[src/rtl/jtag_uart_responder.sv]
// Avalon-MM stand-in for the JTAG UART data/control registers.
// The host side is a byte stream: host bytes fill the RX FIFO and master writes fill the TX FIFO.
module jtag_uart_responder #(
  parameter int unsigned FIFO_DEPTH = 16,
  parameter int unsigned BW_FIFO    = 4
) (
  input  logic        clock_i,
  input  logic        reset_i,
  input  logic        av_chipselect_i,
  input  logic        av_address_i,
  input  logic        av_read_n_i,
  input  logic        av_write_n_i,
  input  logic [31:0] av_writedata_i,
  output logic [31:0] av_readdata_o,
  output logic        av_waitrequest_o,
  output logic        av_irq_o,
  output logic        dataavailable_o,
  output logic        readyfordata_o,
  input  logic        host_tx_valid_i,
  input  logic [7:0]  host_tx_data_i,
  output logic        host_tx_ready_o,
  output logic        host_rx_valid_o,
  output logic [7:0]  host_rx_data_o,
  input  logic        host_rx_ready_i
);

  localparam logic [BW_FIFO:0] CntFull = (BW_FIFO+1)'(FIFO_DEPTH);

  logic [7:0]         rx_mem_q [FIFO_DEPTH];
  logic [7:0]         tx_mem_q [FIFO_DEPTH];
  logic [BW_FIFO-1:0] rx_wptr_q, rx_rptr_q, tx_wptr_q, tx_rptr_q;
  logic [BW_FIFO:0]   rx_cnt_q, rx_cnt_d, tx_cnt_q, tx_cnt_d;
  logic               wait_q, irq_q, re_q, we_q, ac_q;
  logic               rvalid_q, rvalid_d, ctrl_view_q, ctrl_view_d;
  logic [7:0]         byte_q, byte_d;
  logic [31:0]        rdata_q, rdata_d;

  logic rx_full, rx_empty, tx_full, tx_empty;
  logic rd_stb, wr_stb, rd_data, rd_ctrl, wr_data, wr_ctrl;
  logic rx_push, rx_pop, tx_push, tx_pop, ri, wi;
  logic [BW_FIFO:0] tx_free;

  always_comb begin
    rx_full  = (rx_cnt_q == CntFull);
    rx_empty = (rx_cnt_q == '0);
    tx_full  = (tx_cnt_q == CntFull);
    tx_empty = (tx_cnt_q == '0);

    rd_stb  = av_chipselect_i & ~wait_q & ~av_read_n_i;
    wr_stb  = av_chipselect_i & ~wait_q & ~av_write_n_i;
    rd_data = rd_stb & ~av_address_i;
    rd_ctrl = rd_stb & av_address_i;
    wr_data = wr_stb & ~av_address_i;
    wr_ctrl = wr_stb & av_address_i;

    // Flags come from registered counts only, so a full FIFO never accepts a push
    // even when a pop happens in the same cycle.
    rx_push = host_tx_valid_i & ~rx_full;
    rx_pop  = rd_data & ~rx_empty;
    tx_push = wr_data & ~tx_full;
    tx_pop  = host_rx_ready_i & ~tx_empty;

    rx_cnt_d = rx_cnt_q + (BW_FIFO+1)'(rx_push) - (BW_FIFO+1)'(rx_pop);
    tx_cnt_d = tx_cnt_q + (BW_FIFO+1)'(tx_push) - (BW_FIFO+1)'(tx_pop);

    ri      = re_q & ~rx_empty;
    wi      = we_q & tx_empty;
    tx_free = CntFull - tx_cnt_q;

    byte_d      = rx_pop ? rx_mem_q[rx_rptr_q] : byte_q;
    rvalid_d    = rd_data ? rx_pop : rvalid_q;
    ctrl_view_d = rd_ctrl | (ctrl_view_q & ~rd_data);

    // Control snapshot holds until the next data read; otherwise live fields track new state.
    if (rd_ctrl) begin
      rdata_d = {16'(tx_free), 5'b0, ac_q, wi, ri, 6'b0, we_q, re_q};
    end else if (ctrl_view_q && !rd_data) begin
      rdata_d = rdata_q;
    end else begin
      rdata_d = {16'(rx_cnt_d), rvalid_d, 1'b0, (tx_cnt_d != CntFull), 5'b0, byte_d};
    end
  end

  always_ff @(posedge clock_i) begin
    if (rx_push) rx_mem_q[rx_wptr_q] <= host_tx_data_i;
    if (tx_push) tx_mem_q[tx_wptr_q] <= av_writedata_i[7:0];
  end

  always_ff @(posedge clock_i) begin
    if (reset_i) begin
      rx_wptr_q   <= '0;
      rx_rptr_q   <= '0;
      tx_wptr_q   <= '0;
      tx_rptr_q   <= '0;
      rx_cnt_q    <= '0;
      tx_cnt_q    <= '0;
      wait_q      <= 1'b1;
      irq_q       <= 1'b0;
      re_q        <= 1'b0;
      we_q        <= 1'b0;
      ac_q        <= 1'b0;
      rvalid_q    <= 1'b0;
      ctrl_view_q <= 1'b0;
      byte_q      <= '0;
      rdata_q     <= '0;
    end else begin
      if (rx_push) rx_wptr_q <= rx_wptr_q + 1'b1;
      if (rx_pop)  rx_rptr_q <= rx_rptr_q + 1'b1;
      if (tx_push) tx_wptr_q <= tx_wptr_q + 1'b1;
      if (tx_pop)  tx_rptr_q <= tx_rptr_q + 1'b1;
      rx_cnt_q    <= rx_cnt_d;
      tx_cnt_q    <= tx_cnt_d;
      wait_q      <= 1'b0;
      irq_q       <= ri | wi;
      rvalid_q    <= rvalid_d;
      ctrl_view_q <= ctrl_view_d;
      byte_q      <= byte_d;
      rdata_q     <= rdata_d;
      if (wr_data && tx_full) ac_q <= 1'b1;
      if (wr_ctrl) begin
        re_q <= av_writedata_i[0];
        we_q <= av_writedata_i[1];
        if (av_writedata_i[10]) ac_q <= 1'b0;
      end
    end
  end

  assign av_readdata_o    = rdata_q;
  assign av_waitrequest_o = wait_q;
  assign av_irq_o         = irq_q;
  assign dataavailable_o  = ~rx_empty;
  assign readyfordata_o   = ~tx_full;
  assign host_tx_ready_o  = ~rx_full;
  assign host_rx_valid_o  = ~tx_empty;
  assign host_rx_data_o   = tx_mem_q[tx_rptr_q];

endmodule

[config.mk]
export PLATFORM = sky130hd
export DESIGN_NAME = jtag_uart_responder
export DESIGN_NICKNAME = d
export VERILOG_FILES = /design/src/rtl/jtag_uart_responder.sv
export SDC_FILE = /design/constraint.sdc
export NUM_CORES = 1
export LEC_CHECK = 0
export ABC_AREA = 0
export BUFFER_PORTS_ARGS = -buffer_cell sky130_fd_sc_hd__buf_2
export CAP_MARGIN = 5
export CORE_ASPECT_RATIO = 1.5
export CORE_MARGIN = 2
export CORE_UTILIZATION = 32
export CTS_CLUSTER_DIAMETER = 60
export CTS_CLUSTER_SIZE = 14
export DETAILED_ROUTE_END_ITERATION = 12
export MAX_ROUTING_LAYER = met4
export PLACE_DENSITY = 0.48
export RECOVER_POWER = 50
export SYNTH_ARGS = -nofsm -noshare
export SYNTH_HDL_FRONTEND = slang
export SYNTH_SLANG_ARGS = --single-unit
[constraint.sdc]
create_clock -name clock_i -period 5.2 [get_ports clock_i]
set_clock_uncertainty 0.05 [all_clocks]
set_input_delay 1.56 -clock clock_i [delete_from_list [all_inputs] [get_ports clock_i]]
set_output_delay 1.56 -clock clock_i [all_outputs]
set_load 0.01 [all_outputs]
==> results by group, run 1 <==
Run status
  • Status: finished with violations
  • Violated checks: capacitance limit, slew limit

Synth
  • Leading cell types by count after synthesis: sky130_fd_sc_hd__edfxtp_1 (256), sky130_fd_sc_hd__nor2_1 (73), sky130_fd_sc_hd__dfxtp_1 (67)
  • Total standard cell area after synthesis: 13,070 um^2
  • Most frequent cell after synthesis: sky130_fd_sc_hd__edfxtp_1
  • Post-synth top area share: 58.82%
  • Fraction of synthesis flops using an asynchronous set or reset pin: 0%
  • Portion of netlist area occupied by mux cells: 13.81%
  • Distinct cell type count after synthesis: 57
  • Synth Area in Compound Gates: 3.504%
  • Synth Register Bits: 323
  • Main area contributors after synthesis: sky130_fd_sc_hd__edfxtp_1 (59%), sky130_fd_sc_hd__dfxtp_1 (10%), sky130_fd_sc_hd__mux4_2 (9.5%), sky130_fd_sc_hd__mux4_1 (3.0%), sky130_fd_sc_hd__ha_1 (2.4%)
  • Most used flip-flop cell after synthesis: sky130_fd_sc_hd__edfxtp_1
  • Post-synthesis simple-gate area fraction: 5.859%
  • Number of flops mapped to enable cells by yosys: 256
  • Count of synthesis-stage warnings from yosys: 0
  • Area leader, netlist: sky130_fd_sc_hd__edfxtp_1
  • Synthesized area per cell: 17.33 um^2
  • Largest family of logic cells by synthesized area: multiplexers
  • Adder-cell share of the synthesized area: 2.700%
  • Synth Instances: 754
  • Xor/xnor share of the synthesized area: 1.474%
  • Share of the yosys chip area belonging to registers: 69.09%

Clocking
  • Clk sinks: 323
  • Clock latency at the later pin of the worst-skew pair: 570 ps
  • CTS clock-pin slew for the worst setup and hold paths: 70 ps
  • Count of cells resized by post-cts repair: 0
  • Root buffer selected by CTS: sky130_fd_sc_hd__clkbuf_16
  • CTS tree: yes
  • Setup Buffers After CTS: 0
  • Number of buffers created by CTS: 28
  • Level count of the clock H-tree: 1
  • Hold buffer count at cts: 0
  • Bufs on Longest Clock Path: 3

Routing
  • Number of search-and-repair iterations in the first detailed-routing pass: 4
  • Via count normalized by instance count: 4.775
  • Final routed wirelength across all metal layers: 28.29 mm
  • Number of nets with antenna violations after routing: 0
  • Drt first-iter violations: 315
  • # DRC: 0
  • Routed vias: 6,437
  • Mean routed wirelength per cell: 20.99 um

Flow run
  • Max-cap violations: 1

Critical path
  • Flop-to-flop setup slack: 1680 ps
  • Reg-to-reg endpoint: av_readdata_o[13]$_SDFFE_PP0N_
  • CP peak stage delay: 680 ps
  • Arr. time, crit path: 2810 ps
  • Critical path peak fanout: 15
  • Length in cells of the worst reg-to-reg path: 14
  • Dominant cell type by count on the critical path: sky130_fd_sc_hd__mux4_2
  • Slowest-stage cell, CP: sky130_fd_sc_hd__dfxtp_2
  • Setup Crit Path Kind: reg2out
  • Startpoint type of the worst setup path: register
  • List of cells traversed by the critical path: buf_4 -> mux4_2 -> mux4_2 -> buf_2
  • Endpoint kind of the worst setup timing path: primary output
  • Required time reported for the critical path endpoint: 3590 ps
  • Worst setup path endpoint: host_rx_data_o[1]
  • Start of the worst register-to-register path: tx_cnt_q[2]$_SDFF_PP0_

Die
  • Number of I/O pins: 94
  • Overall die area: 42,510 um^2
  • Core outline area: 40,310 um^2
  • Die Width: 169.0 um
  • Count of standard-cell rows: 90
  • Starting Density: 32.42%
  • Die Span Y: 251.5 um

Timing
  • Minimum period implied by the final worst setup slack: 4417 ps
  • Final sum of negative setup slack: 0 ps
  • Slew headroom: -86.30%
  • Unrepaired setup endpoints after global routing: false
  • Setup-violating endpoint count in the final report: 0
  • Slew at the pin closest to its max-slew limit: 2794 ps
  • Part of the cycle the worst path needs: 84.94%
  • Fmax achieved: 226.4 MHz
  • Final Hold Violating Endpoints: 0
  • Min setup slack post-route: 783.3 ps
  • Max-slew violation count: 59

Power and ir drop
  • Max rail drop VDD: 0.3303 mV
  • Power per cell area: 413.0 nW/um^2
  • P_leak: 4.784 nW
  • Total power draw: 0.006049 W

Global route
  • Number of global-route vias before repair: 6,862
  • Antenna violations before repair: 0
  • Pin count of the biggest net entering global routing: 59
  • Global-route wire length before repair: 42.64 mm
  • GR Overflow Total: 0
  • Tot GR Track Use: 13.81%

Min path
  • Hold WC Path Type: reg2reg

Final layout
  • Net total in the final layout: 895
  • Number of filler instances in the final layout: 3,848
  • Signed area change from the synthesized netlist to the final layout: 12.07%
  • Number of inserted diodes: 0
  • Layout cells sized above 1: 20.55%

Placement
  • RD Place Congestion: 0.7254
  • Pre-CTS worst setup slack: 703.9 ps
  • Placed wire-length estimate after detailed placement: 19.60 mm
  • IO Port Bufs: 56
==> kinds of logic after synthesis <==
| logic type | after synthesis |
|---|---|
| DFF | 323 |
| and+or+nand+nor | 153 |
| muxes | 84 |
| buffers and inverters | 79 |
| AOI/OAI and AO/OA | 65 |
| adders and majority gates | 27 |
| xor gates and xnor gates | 22 |
| other | 1 |
==> where the power goes <==
part           switching (W)  internal [W]
Sequential          0.000101       0.00289
Clock               0.000932       0.00109
Combinational       0.000534      0.000499
==> critical path: cells and delay by family, from the launching register on <==
kind,cells,cell delay (ps)
buf+inv,2,520
mux,2,1030
flops,1,680
==> cells in the final DEF, fill, tap and decap left out, types with 18 or more instances in the layout <==
| master | instances |
|---|---|
| sky130_fd_sc_hd__edfxtp_1 | 256 |
| sky130_fd_sc_hd__clkbuf_1 | 37 |
| sky130_fd_sc_hd__clkbuf_16 | 28 |
| sky130_fd_sc_hd__nor2_1 | 73 |
| sky130_fd_sc_hd__nand2_1 | 18 |
| sky130_fd_sc_hd__dfxtp_1 | 65 |
| sky130_fd_sc_hd__inv_1 | 28 |
| sky130_fd_sc_hd__ha_1 | 25 |
| sky130_fd_sc_hd__mux4_2 | 55 |
| sky130_fd_sc_hd__buf_2 | 40 |
==> worst min path at each step <==
stage | startpoint | end | slack [ps] | cells past startpoint
global route | rvalid_q$_SDFF_PP0_ | rvalid_q$_SDFF_PP0_ | 460 | 2
finish | rvalid_q$_SDFF_PP0_ | rvalid_q$_SDFF_PP0_ | 440 | 2
floorplan | byte_q[0]$_SDFF_PP0_ | byte_q[0]$_SDFF_PP0_ | 410 | 2
global placement | rvalid_q$_SDFF_PP0_ | rvalid_q$_SDFF_PP0_ | 430 | 2
CTS | rvalid_q$_SDFF_PP0_ | rvalid_q$_SDFF_PP0_ | 440 | 2
detailed placement | rvalid_q$_SDFF_PP0_ | rvalid_q$_SDFF_PP0_ | 430 | 2
==> stage by stage <==
| step | util (%) | std cells | instance area, um^2 | hold WS [ps] |
|---|---|---|---|---|
| detailed placement | 34.28 | 1296 | 13820 | 427.4 |
| finish | 36.33 | 1348 | 14650 | 439.8 |
| CTS | 36.42 | 1348 | 14680 | 440.6 |
| global route | 36.33 | 1348 | 14650 | 456.4 |
| floorplan | - | 767 | 13120 | 408.1 |
| global placement | 34.28 | 1296 | 13820 | 428.9 |
==> registers in the layout (all words and copies together), names as in the netlist, named ones only <==
register / cells
rx_mem_q: 128
tx_mem_q: 128
av_readdata_o: 18
byte_q: 8
rx_cnt_q: 5
tx_cnt_q: 5
rx_rptr_q: 4
rx_wptr_q: 4
tx_rptr_q: 4
tx_wptr_q: 4
ac_q: 1
av_irq_o: 1
av_waitrequest_o: 1
re_q: 1
rvalid_q: 1
we_q: 1
==> final cells by class <==
type	count	area [um^2]	share of cell area (%)
Sequential cell	323	9031	61.66
Multi-Input combinational cell	365	3636	24.82
Clock buffer	47	792.0	5.408
Tap cell	506	633.1	4.323
Timing Repair Buffer	74	380.4	2.597
Inverter	28	105.1	0.7176
Clock inverter	5	68.82	0.4698
==> routing by layer <==
metal,track usage [%],vias up,part of all wire (%)
li1,-,3002,-
met1,13.52,3301,35
met2,27.79,103,59
met3,2.102,31,3.5
met4,3.614,0,1.8
met5,-,-,0
Note: power is estimated with default switching activity, not from simulation.
==> inputs of run 2 (changes only) <==
Settings changed: PLACE_DENSITY 0.48 to 0.49.
Clock period 5.2 ns to 4 ns, I/O delays scaled along.
==> run 2 against run 1 <==
  * The flow still finishes with violations (capacitance limit, slew limit)
  * Sequential cell count unchanged
  * Count of clock-buffer cells in the layout fell by 11
  * Non-clock buffer count rose by 25
  * Sequential share of layout area is 0.69 points lower
  * Clock power up 27%
  * Register-to-register slack lost 1000 ps
  * Critical path type unchanged
  * Sequential power rose by 29%
  * Cell count rose by 1.1%
  * Global-route usage is 0.15 points lower
  * Critical path depth is the same
  * Via count rose by 0.65%
  * Core utilization grew 0.42 points
==> results by group, run 2 (same netlist as run 1, synthesis figures left out) <==
Clocking
  • CTS clock-pin slew for the worst setup and hold paths: 70 ps (about the same)
  • Bufs on Longest Clock Path: 3 (unchanged)
  • Root buffer selected by CTS: sky130_fd_sc_hd__clkbuf_16 (unchanged)
  • Hold buffer count at cts: 0 (unchanged)
  • CTS tree: yes (unchanged)
  • Clock latency at the later pin of the worst-skew pair: 550 ps (was 570 ps)
  • Setup Buffers After CTS: 0 (unchanged)
  • Clk sinks: 323 (unchanged)
  • Level count of the clock H-tree: 1 (unchanged)
  • Number of buffers created by CTS: 28 (unchanged)
  • Count of cells resized by post-cts repair: 0 (unchanged)

Timing
  • Slew headroom: -80.23% (was -86.30%)
  • Slew at the pin closest to its max-slew limit: 2703 ps (was 2794 ps)
  • Final sum of negative setup slack: 0 ps (unchanged)
  • Part of the cycle the worst path needs: 92.60%
  • Setup-violating endpoint count in the final report: 0 (unchanged)
  • Minimum period implied by the final worst setup slack: 3704 ps
  • Final Hold Violating Endpoints: 0 (unchanged)
  • Min setup slack post-route: 296.2 ps (was 783.3 ps)
  • Fmax achieved: 270.0 MHz
  • Unrepaired setup endpoints after global routing: false (unchanged)
  • Max-slew violation count: 58 (was 59)

Critical path
  • Stages on worst setup path: 4 (unchanged)
  • Setup Crit Path Kind: reg2out (unchanged)
  • Slowest-stage cell, CP: sky130_fd_sc_hd__mux4_2 (was sky130_fd_sc_hd__dfxtp_2)
  • Flop-to-flop setup slack: 680 ps (was 1680 ps)
  • Length in cells of the worst reg-to-reg path: 14 (unchanged)
  • Category of cells accounting for the largest share of critical-path delay: multiplexers (unchanged)
  • Worst path buffer plus inverter count: 2 (unchanged)
  • Dominant cell type by count on the critical path: sky130_fd_sc_hd__mux4_2 (unchanged)
  • Required time reported for the critical path endpoint: 2750 ps (was 3590 ps)
  • Start of the worst register-to-register path: rx_cnt_q[2]$_SDFF_PP0_ (was tx_cnt_q[2]$_SDFF_PP0_)
  • CP peak stage delay: 580 ps (was 680 ps)
  • Critical path peak fanout: 32 (was 15)
  • Endpoint kind of the worst setup timing path: primary output (unchanged)
  • Worst setup path endpoint: host_rx_data_o[5] (was host_rx_data_o[1])
  • List of cells traversed by the critical path: buf_12 -> mux4_2 -> mux4_2 -> buf_2 (was buf_4 -> mux4_2 -> mux4_2 -> buf_2)
  • Reg-to-reg endpoint: av_readdata_o[20]$_SDFFE_PP0P_ (was av_readdata_o[13]$_SDFFE_PP0N_)
  • Arr. time, crit path: 2450 ps (was 2810 ps)
  • Startpoint type of the worst setup path: register (unchanged)

Placement
  • Placed wire-length estimate after detailed placement: 19.35 mm (was 19.60 mm)
  • Pre-CTS worst setup slack: 349.8 ps (was 703.9 ps)
  • IO Port Bufs: 56 (unchanged)
  • RD Place Congestion: 0.7525 (was 0.7254)

Routing
  • Drt first-iter violations: 264 (was 315)
  • # DRC: 0 (unchanged)
  • Number of search-and-repair iterations in the first detailed-routing pass: 4 (unchanged)
  • Mean routed wirelength per cell: 20.32 um (was 20.99 um)
  • Number of nets with antenna violations after routing: 0 (unchanged)
  • Routed vias: 6,479 (was 6,437)
  • Final routed wirelength across all metal layers: 27.69 mm (was 28.29 mm)
  • Via count normalized by instance count: 4.753 (was 4.775)

Die
  • Number of I/O pins: 94 (unchanged)
  • Core outline area: 40,310 um^2 (unchanged)
  • Overall die area: 42,510 um^2 (unchanged)
  • Count of standard-cell rows: 90 (unchanged)
  • Starting Density: 32.42% (unchanged)
  • Die Width: 169.0 um (unchanged)
  • Die Span Y: 251.5 um (unchanged)

Global route
  • Antenna violations before repair: 0 (unchanged)
  • Number of global-route vias before repair: 6,904 (was 6,862)
  • Pin count of the biggest net entering global routing: 58 (was 59)
  • GR Overflow Total: 0 (unchanged)
  • Tot GR Track Use: 13.67% (was 13.81%)
  • Global-route wire length before repair: 42.46 mm (was 42.64 mm)

Power and ir drop
  • Power per cell area: 528.5 nW/um^2 (was 413.0 nW/um^2)
  • P_leak: 4.898 nW (was 4.784 nW)
  • Max rail drop VDD: 0.3261 mV (was 0.3303 mV)

Run status
  • Violated checks: capacitance limit, slew limit (unchanged)
  • Status: finished with violations (unchanged)

Final layout
  • Net total in the final layout: 920 (was 895)
  • Most frequent cells in the layout: sky130_fd_sc_hd__edfxtp_1 (256), sky130_fd_sc_hd__nor2_1 (73), sky130_fd_sc_hd__dfxtp_1 (64) (was sky130_fd_sc_hd__edfxtp_1 (256), sky130_fd_sc_hd__nor2_1 (73), sky130_fd_sc_hd__dfxtp_1 (65))
  • Signed area change from the synthesized netlist to the final layout: 13.37% (was 12.07%)
  • Number of inserted diodes: 0 (unchanged)
  • Commonest non-fill, non-tap cell in the layout: sky130_fd_sc_hd__edfxtp_1 (unchanged)
  • Layout cells sized above 1: 22.40% (was 20.55%)

Min path
  • Hold WC Path Type: reg2reg (unchanged)
  • Launch point of the worst hold path: rvalid_q$_SDFF_PP0_ (unchanged)

Flow run
  • Max-cap violations: 1 (unchanged)
run 2: changes by cell type in the layout (fill, tap and decap cells not counted), moves of 2 or more:
cell and change:
sky130_fd_sc_hd__clkinv_2 +2, sky130_fd_sc_hd__clkbuf_1 -6, sky130_fd_sc_hd__clkbuf_16 +2, sky130_fd_sc_hd__clkbuf_8 -2
sky130_fd_sc_hd__buf_12 +3, sky130_fd_sc_hd__buf_4 +18, sky130_fd_sc_hd__nor3_1 +2, sky130_fd_sc_hd__nor3_2 -2
run 2: layout make-up:
type,count,area (um^2)
repair buffers,99,589.3
multi-input cells,365,3626
flip-flops and latches,323,9032
clock inverters,6,56.30
well taps,506,633.1
inverters,28,105.1
fillers,3831,25500
clock buffers,36,773.2
run 2: how the worst min path moves through the flow:
stage,slack (ps),end,cells after the start
after floorplan,410,byte_q[0]$_SDFF_PP0_,2
after global placement,430,av_readdata_o[8]$_SDFFE_PP0P_,2
after detailed placement,420,rvalid_q$_SDFF_PP0_,2
after CTS,440,rvalid_q$_SDFF_PP0_,2
after global routing,450,rvalid_q$_SDFF_PP0_,2
final,430,rvalid_q$_SDFF_PP0_,2
run 2: metrics by stage:
stage / std cells / instance area [um^2] / util, % / total power [W] / hold WS, ps
3_5_place_dp: 1321 / 14040 / 34.82 / 0.005380 / 424.6
4_1_cts: 1363 / 14870 / 36.88 / 0.007976 / 437.8
5_1_grt: 1363 / 14820 / 36.75 / 0.008218 / 447.6
6_report: 1363 / 14820 / 36.75 / 0.007830 / 434.2
2_1_floorplan: 767 / 13120 / - / 0.004932 / 408.1
3_3_place_gp: 1321 / 14040 / 34.82 / 0.005371 / 427.0
run 2: layer usage:
layer  part of all wire [%]  GRT usage (%)  vias to the layer above
met5                      0              -                        -
met4                    1.8          3.810                        0
met3                    2.9          1.788                       36
met2                     59          27.07                       90
met1                     36          13.83                     3309
li1                       -              -                     3044
run 2: tightest hold or removal path: stages, from the launching register on:
cell	delay [ps]
sky130_fd_sc_hd__dfxtp_1	300
sky130_fd_sc_hd__nor2_1	90
sky130_fd_sc_hd__nor3_1	50
run 2: power breakdown:
part / switching [W] / internal (W) / total [W]
Combinational: 0.000724 / 0.000675 / 0.00140
Clock: 0.00116 / 0.00141 / 0.00257
Sequential: 0.000103 / 0.00376 / 0.00386
==> inputs of run 3 (changes only) <==
Settings changed: ABC_AREA 0 to 1.
==> run 3 against run 2 <==
  * Worst hold slack worse by 27 ps
  * Count of clock-buffer cells in the layout up 9
  * Non-clock buffer count down 16
  * Via count up 33%
  * Die area up 4.8%
  * Power up 2.6%
  * The flow still finishes with violations (capacitance limit, slew limit)
  * Largest cell class unchanged
  * Global-route usage up 1.0 points
  * Critical endpoint unchanged
  * Highest routed layer unchanged
  * Cell area up 3.5%
  * Setup slack worse by 8.6 ps
  * Synthesized cell count up 64%
==> results by group, run 3 <==
Timing
  • Max-slew violation count: 34 (was 58)
  • Part of the cycle the worst path needs: 92.81% (was 92.60%)
  • Unrepaired setup endpoints after global routing: false (unchanged)
  • Min setup slack post-route: 287.5 ps (was 296.2 ps)
  • Final sum of negative setup slack: 0 ps (unchanged)
  • Fmax achieved: 269.4 MHz (was 270.0 MHz)
  • Setup-violating endpoint count in the final report: 0 (unchanged)
  • Slew headroom: -8.222% (was -80.23%)
  • Minimum period implied by the final worst setup slack: 3712 ps (was 3704 ps)
  • Final Hold Violating Endpoints: 0 (unchanged)
  • Slew at the pin closest to its max-slew limit: 1623 ps (was 2703 ps)

Synth
  • Most used flip-flop cell after synthesis: sky130_fd_sc_hd__edfxtp_1 (unchanged)
  • Post-synth top area share: 56.07% (was 58.82%)
  • Leading cell types by count after synthesis: sky130_fd_sc_hd__edfxtp_1 (256), sky130_fd_sc_hd__nand2_1 (228), sky130_fd_sc_hd__inv_1 (137) (was sky130_fd_sc_hd__edfxtp_1 (256), sky130_fd_sc_hd__nor2_1 (73), sky130_fd_sc_hd__dfxtp_1 (67))
  • Total standard cell area after synthesis: 13,710 um^2 (was 13,070 um^2)
  • Main area contributors after synthesis: sky130_fd_sc_hd__edfxtp_1 (56%), sky130_fd_sc_hd__dfxtp_1 (9.8%), sky130_fd_sc_hd__nand2_1 (6.2%), sky130_fd_sc_hd__inv_1 (3.8%), sky130_fd_sc_hd__nand3_1 (3.7%) (was sky130_fd_sc_hd__edfxtp_1 (59%), sky130_fd_sc_hd__dfxtp_1 (10%), sky130_fd_sc_hd__mux4_2 (9.5%), sky130_fd_sc_hd__mux4_1 (3.0%), sky130_fd_sc_hd__ha_1 (2.4%))
  • Number of flops mapped to enable cells by yosys: 256 (unchanged)
  • Share of the yosys chip area belonging to registers: 65.86% (was 69.09%)
  • Synth Instances: 1,238 (was 754)
  • Count of synthesis-stage warnings from yosys: 0 (unchanged)
  • Distinct cell type count after synthesis: 48 (was 57)
  • Most frequent cell after synthesis: sky130_fd_sc_hd__edfxtp_1 (unchanged)
  • Fraction of synthesis flops using an asynchronous set or reset pin: 0% (unchanged)
  • Area leader, netlist: sky130_fd_sc_hd__edfxtp_1 (unchanged)
  • Synthesized area per cell: 11.07 um^2 (was 17.33 um^2)
  • Synth Register Bits: 323 (unchanged)

Routing
  • Mean routed wirelength per cell: 17.27 um (was 20.32 um)
  • Via count normalized by instance count: 4.580 (was 4.753)
  • Number of search-and-repair iterations in the first detailed-routing pass: 5 (was 4)
  • Number of nets with antenna violations after routing: 0 (unchanged)
  • Drt first-iter violations: 434 (was 264)
  • Routed vias: 8,628 (was 6,479)
  • # DRC: 0 (unchanged)
  • Final routed wirelength across all metal layers: 32.54 mm (was 27.69 mm)

Clocking
  • Clock latency at the later pin of the worst-skew pair: 570 ps (was 550 ps)
  • Number of buffers created by CTS: 29 (was 28)
  • Root buffer selected by CTS: sky130_fd_sc_hd__clkbuf_16 (unchanged)
  • CTS clock-pin slew for the worst setup and hold paths: 70 ps (about the same)
  • Count of cells resized by post-cts repair: 0 (unchanged)
  • Clk sinks: 323 (unchanged)
  • Bufs on Longest Clock Path: 3 (unchanged)
  • Level count of the clock H-tree: 1 (unchanged)
  • Hold buffer count at cts: 0 (unchanged)
  • Setup Buffers After CTS: 0 (unchanged)
  • CTS tree: yes (unchanged)

Die
  • Starting Density: 32.54% (was 32.42%)
  • Number of I/O pins: 94 (unchanged)
  • Overall die area: 44,550 um^2 (was 42,510 um^2)
  • Core outline area: 42,130 um^2 (was 40,310 um^2)
  • Die Span Y: 257.5 um (was 251.5 um)
  • Die Width: 173 um (was 169.0 um)
  • Count of standard-cell rows: 92 (was 90)

Final layout
  • Most frequent cells in the layout: sky130_fd_sc_hd__edfxtp_1 (256), sky130_fd_sc_hd__nand2_1 (230), sky130_fd_sc_hd__inv_1 (137) (was sky130_fd_sc_hd__edfxtp_1 (256), sky130_fd_sc_hd__nor2_1 (73), sky130_fd_sc_hd__dfxtp_1 (64))
  • Commonest non-fill, non-tap cell in the layout: sky130_fd_sc_hd__edfxtp_1 (unchanged)
  • Number of inserted diodes: 0 (unchanged)
  • Net total in the final layout: 1,372 (was 920)
  • Signed area change from the synthesized netlist to the final layout: 11.88% (was 13.37%)
  • Layout cells sized above 1: 9.470% (was 22.40%)

Global route
  • Global-route wire length before repair: 48.98 mm (was 42.46 mm)
  • Met1 demand-to-capacity share in global routing: 15.62% (was 13.83%)
  • Met2 Use GR: 28.03% (was 27.07%)
  • Antenna violations before repair: 0 (unchanged)
  • GR Overflow Total: 0 (unchanged)
  • Most used routing layer: met2 (unchanged)
  • Tot GR Track Use: 14.71% (was 13.67%)
  • Met3 Usage GRT: 1.758% (was 1.788%)
  • Pin count of the biggest net entering global routing: 65 (was 58)
  • Number of global-route vias before repair: 8,381 (was 6,904)

Min path
  • Launch point of the worst hold path: ac_q$_SDFF_PP0_ (was rvalid_q$_SDFF_PP0_)
  • Hold WC Path Type: reg2reg (unchanged)

Placement
  • IO Port Bufs: 56 (unchanged)
  • Pre-CTS worst setup slack: 322.7 ps (was 349.8 ps)
  • RD Place Congestion: 0.7774 (was 0.7525)
  • Placed wire-length estimate after detailed placement: 20.96 mm (was 19.35 mm)

Critical path
  • Required time reported for the critical path endpoint: 2750 ps (about the same)
  • Setup Crit Path Kind: reg2out (unchanged)
  • Arr. time, crit path: 2460 ps (was 2450 ps)
  • Critical path peak fanout: 55 (was 32)
  • Endpoint kind of the worst setup timing path: primary output (unchanged)
  • Startpoint type of the worst setup path: register (unchanged)
  • Start of the worst register-to-register path: tx_cnt_q[2]$_SDFF_PP0_ (was rx_cnt_q[2]$_SDFF_PP0_)

Power and ir drop
  • Logic gate share of total power: 18.4% (was 17.9%)
  • Sequential Power Share: 48.5% (was 49.3%)
  • Relative contribution of the clock network to total power: 33.1% (was 32.8%)
  • Max rail drop VDD: 0.3829 mV (was 0.3261 mV)
  • NetSw: 0.002306 W (was 0.001986 W)
  • P_leak: 5.807 nW (was 4.898 nW)
  • Internal power: 0.005731 W (was 0.005845 W)
  • Power per cell area: 524.0 nW/um^2 (was 528.5 nW/um^2)
  • Switching portion of total power: 28.69% (was 25.36%)

Run status
  • Status: finished with violations (unchanged)
  • Violated checks: capacitance limit, slew limit (unchanged)

Flow run
  • Max-cap violations: 1 (unchanged)
## run 3: cell count changes in the layout (fill, tap and decap cells not counted), moves of 41 or more
cell	before	now
sky130_fd_sc_hd__nand2_1	18	230
sky130_fd_sc_hd__o21ai_0	3	73
sky130_fd_sc_hd__mux4_2	55	0
sky130_fd_sc_hd__nand3_1	2	101
sky130_fd_sc_hd__a21oi_1	17	58
sky130_fd_sc_hd__inv_1	28	137
## run 3: final timing paths
check | end | slack, ps | cells past startpoint
worst max-delay path | host_rx_data_o[5] | 290 | 7
worst min register to register | av_readdata_o[10]$_SDFFE_PP0P_ | 410 | 2
worst max register to register | av_readdata_o[13]$_SDFFE_PP0N_ | 820 | 18
worst min-delay path | av_readdata_o[10]$_SDFFE_PP0P_ | 410 | 2
## run 3: worst max-delay path, stage by stage, from the launching register on
cell,delay [ps]
sky130_fd_sc_hd__dfxtp_4,800
sky130_fd_sc_hd__buf_12,280
sky130_fd_sc_hd__a21oi_1,80
sky130_fd_sc_hd__o21ai_0,90
sky130_fd_sc_hd__o21ai_0,130
sky130_fd_sc_hd__o211ai_1,230
sky130_fd_sc_hd__nand2_1,110
sky130_fd_sc_hd__buf_2,150
## run 3: layout make-up
class	count	area [um^2]
clock buffer	45	785.8
clock inverter	9	85.08
fill	4272	26790
inverter	143	539.3
multi-input combinational	717	3725
sequential	323	9034
tap	564	705.7
timing repair buffer	83	464.2
## run 3: stage by stage
stage | util (%) | instances | hold slack [ps] | cell area (um^2) | total power [W]
global placement | 34.46 | 1830 | 408.0 | 14520 | 0.005468
detailed placement | 34.46 | 1830 | 413.5 | 14520 | 0.005485
global route | 36.41 | 1884 | 426.7 | 15340 | 0.008471
CTS | 36.53 | 1884 | 411.2 | 15390 | 0.008164
floorplan | - | 1251 | 385.3 | 13760 | 0.005031
finish | 36.41 | 1884 | 406.9 | 15340 | 0.008037
## run 3: power groups by stage
stage / logic (W) / clock network (W) / registers (W)
finish: 0.00148 / 0.00266 / 0.00390
global route: 0.00169 / 0.00286 / 0.00392
CTS: 0.00152 / 0.00275 / 0.00390
detailed placement: 0.00151 / 0 / 0.00397
global placement: 0.00150 / 0 / 0.00397
floorplan: 0.00113 / 0 / 0.00390
## run 3: cell families (layout without fill, tap and decap cells)
kind of cell / Yosys count / after routing / share of synthesized area (%)
other: 1 / 14 / 0.02735
muxes: 32 / 32 / 2.336
xor gates and xnor gates: 8 / 8 / 0.5111
adders and majority gates: 27 / 27 / 2.574
DFF: 323 / 323 / 65.86
buffers and inverters: 211 / 280 / 7.183
and+or+nand+nor: 452 / 452 / 13.83
AOI/OAI and AO/OA: 184 / 184 / 7.685
## run 3: metal layers
metal / share of wire, % / vias up / routed length [um]
li1: - / 4296 / -
met1: 39 / 4156 / 12690
met2: 55 / 131 / 17960
met3: 3.0 / 45 / 985
met4: 2.8 / 0 / 905
met5: 0 / - / 0
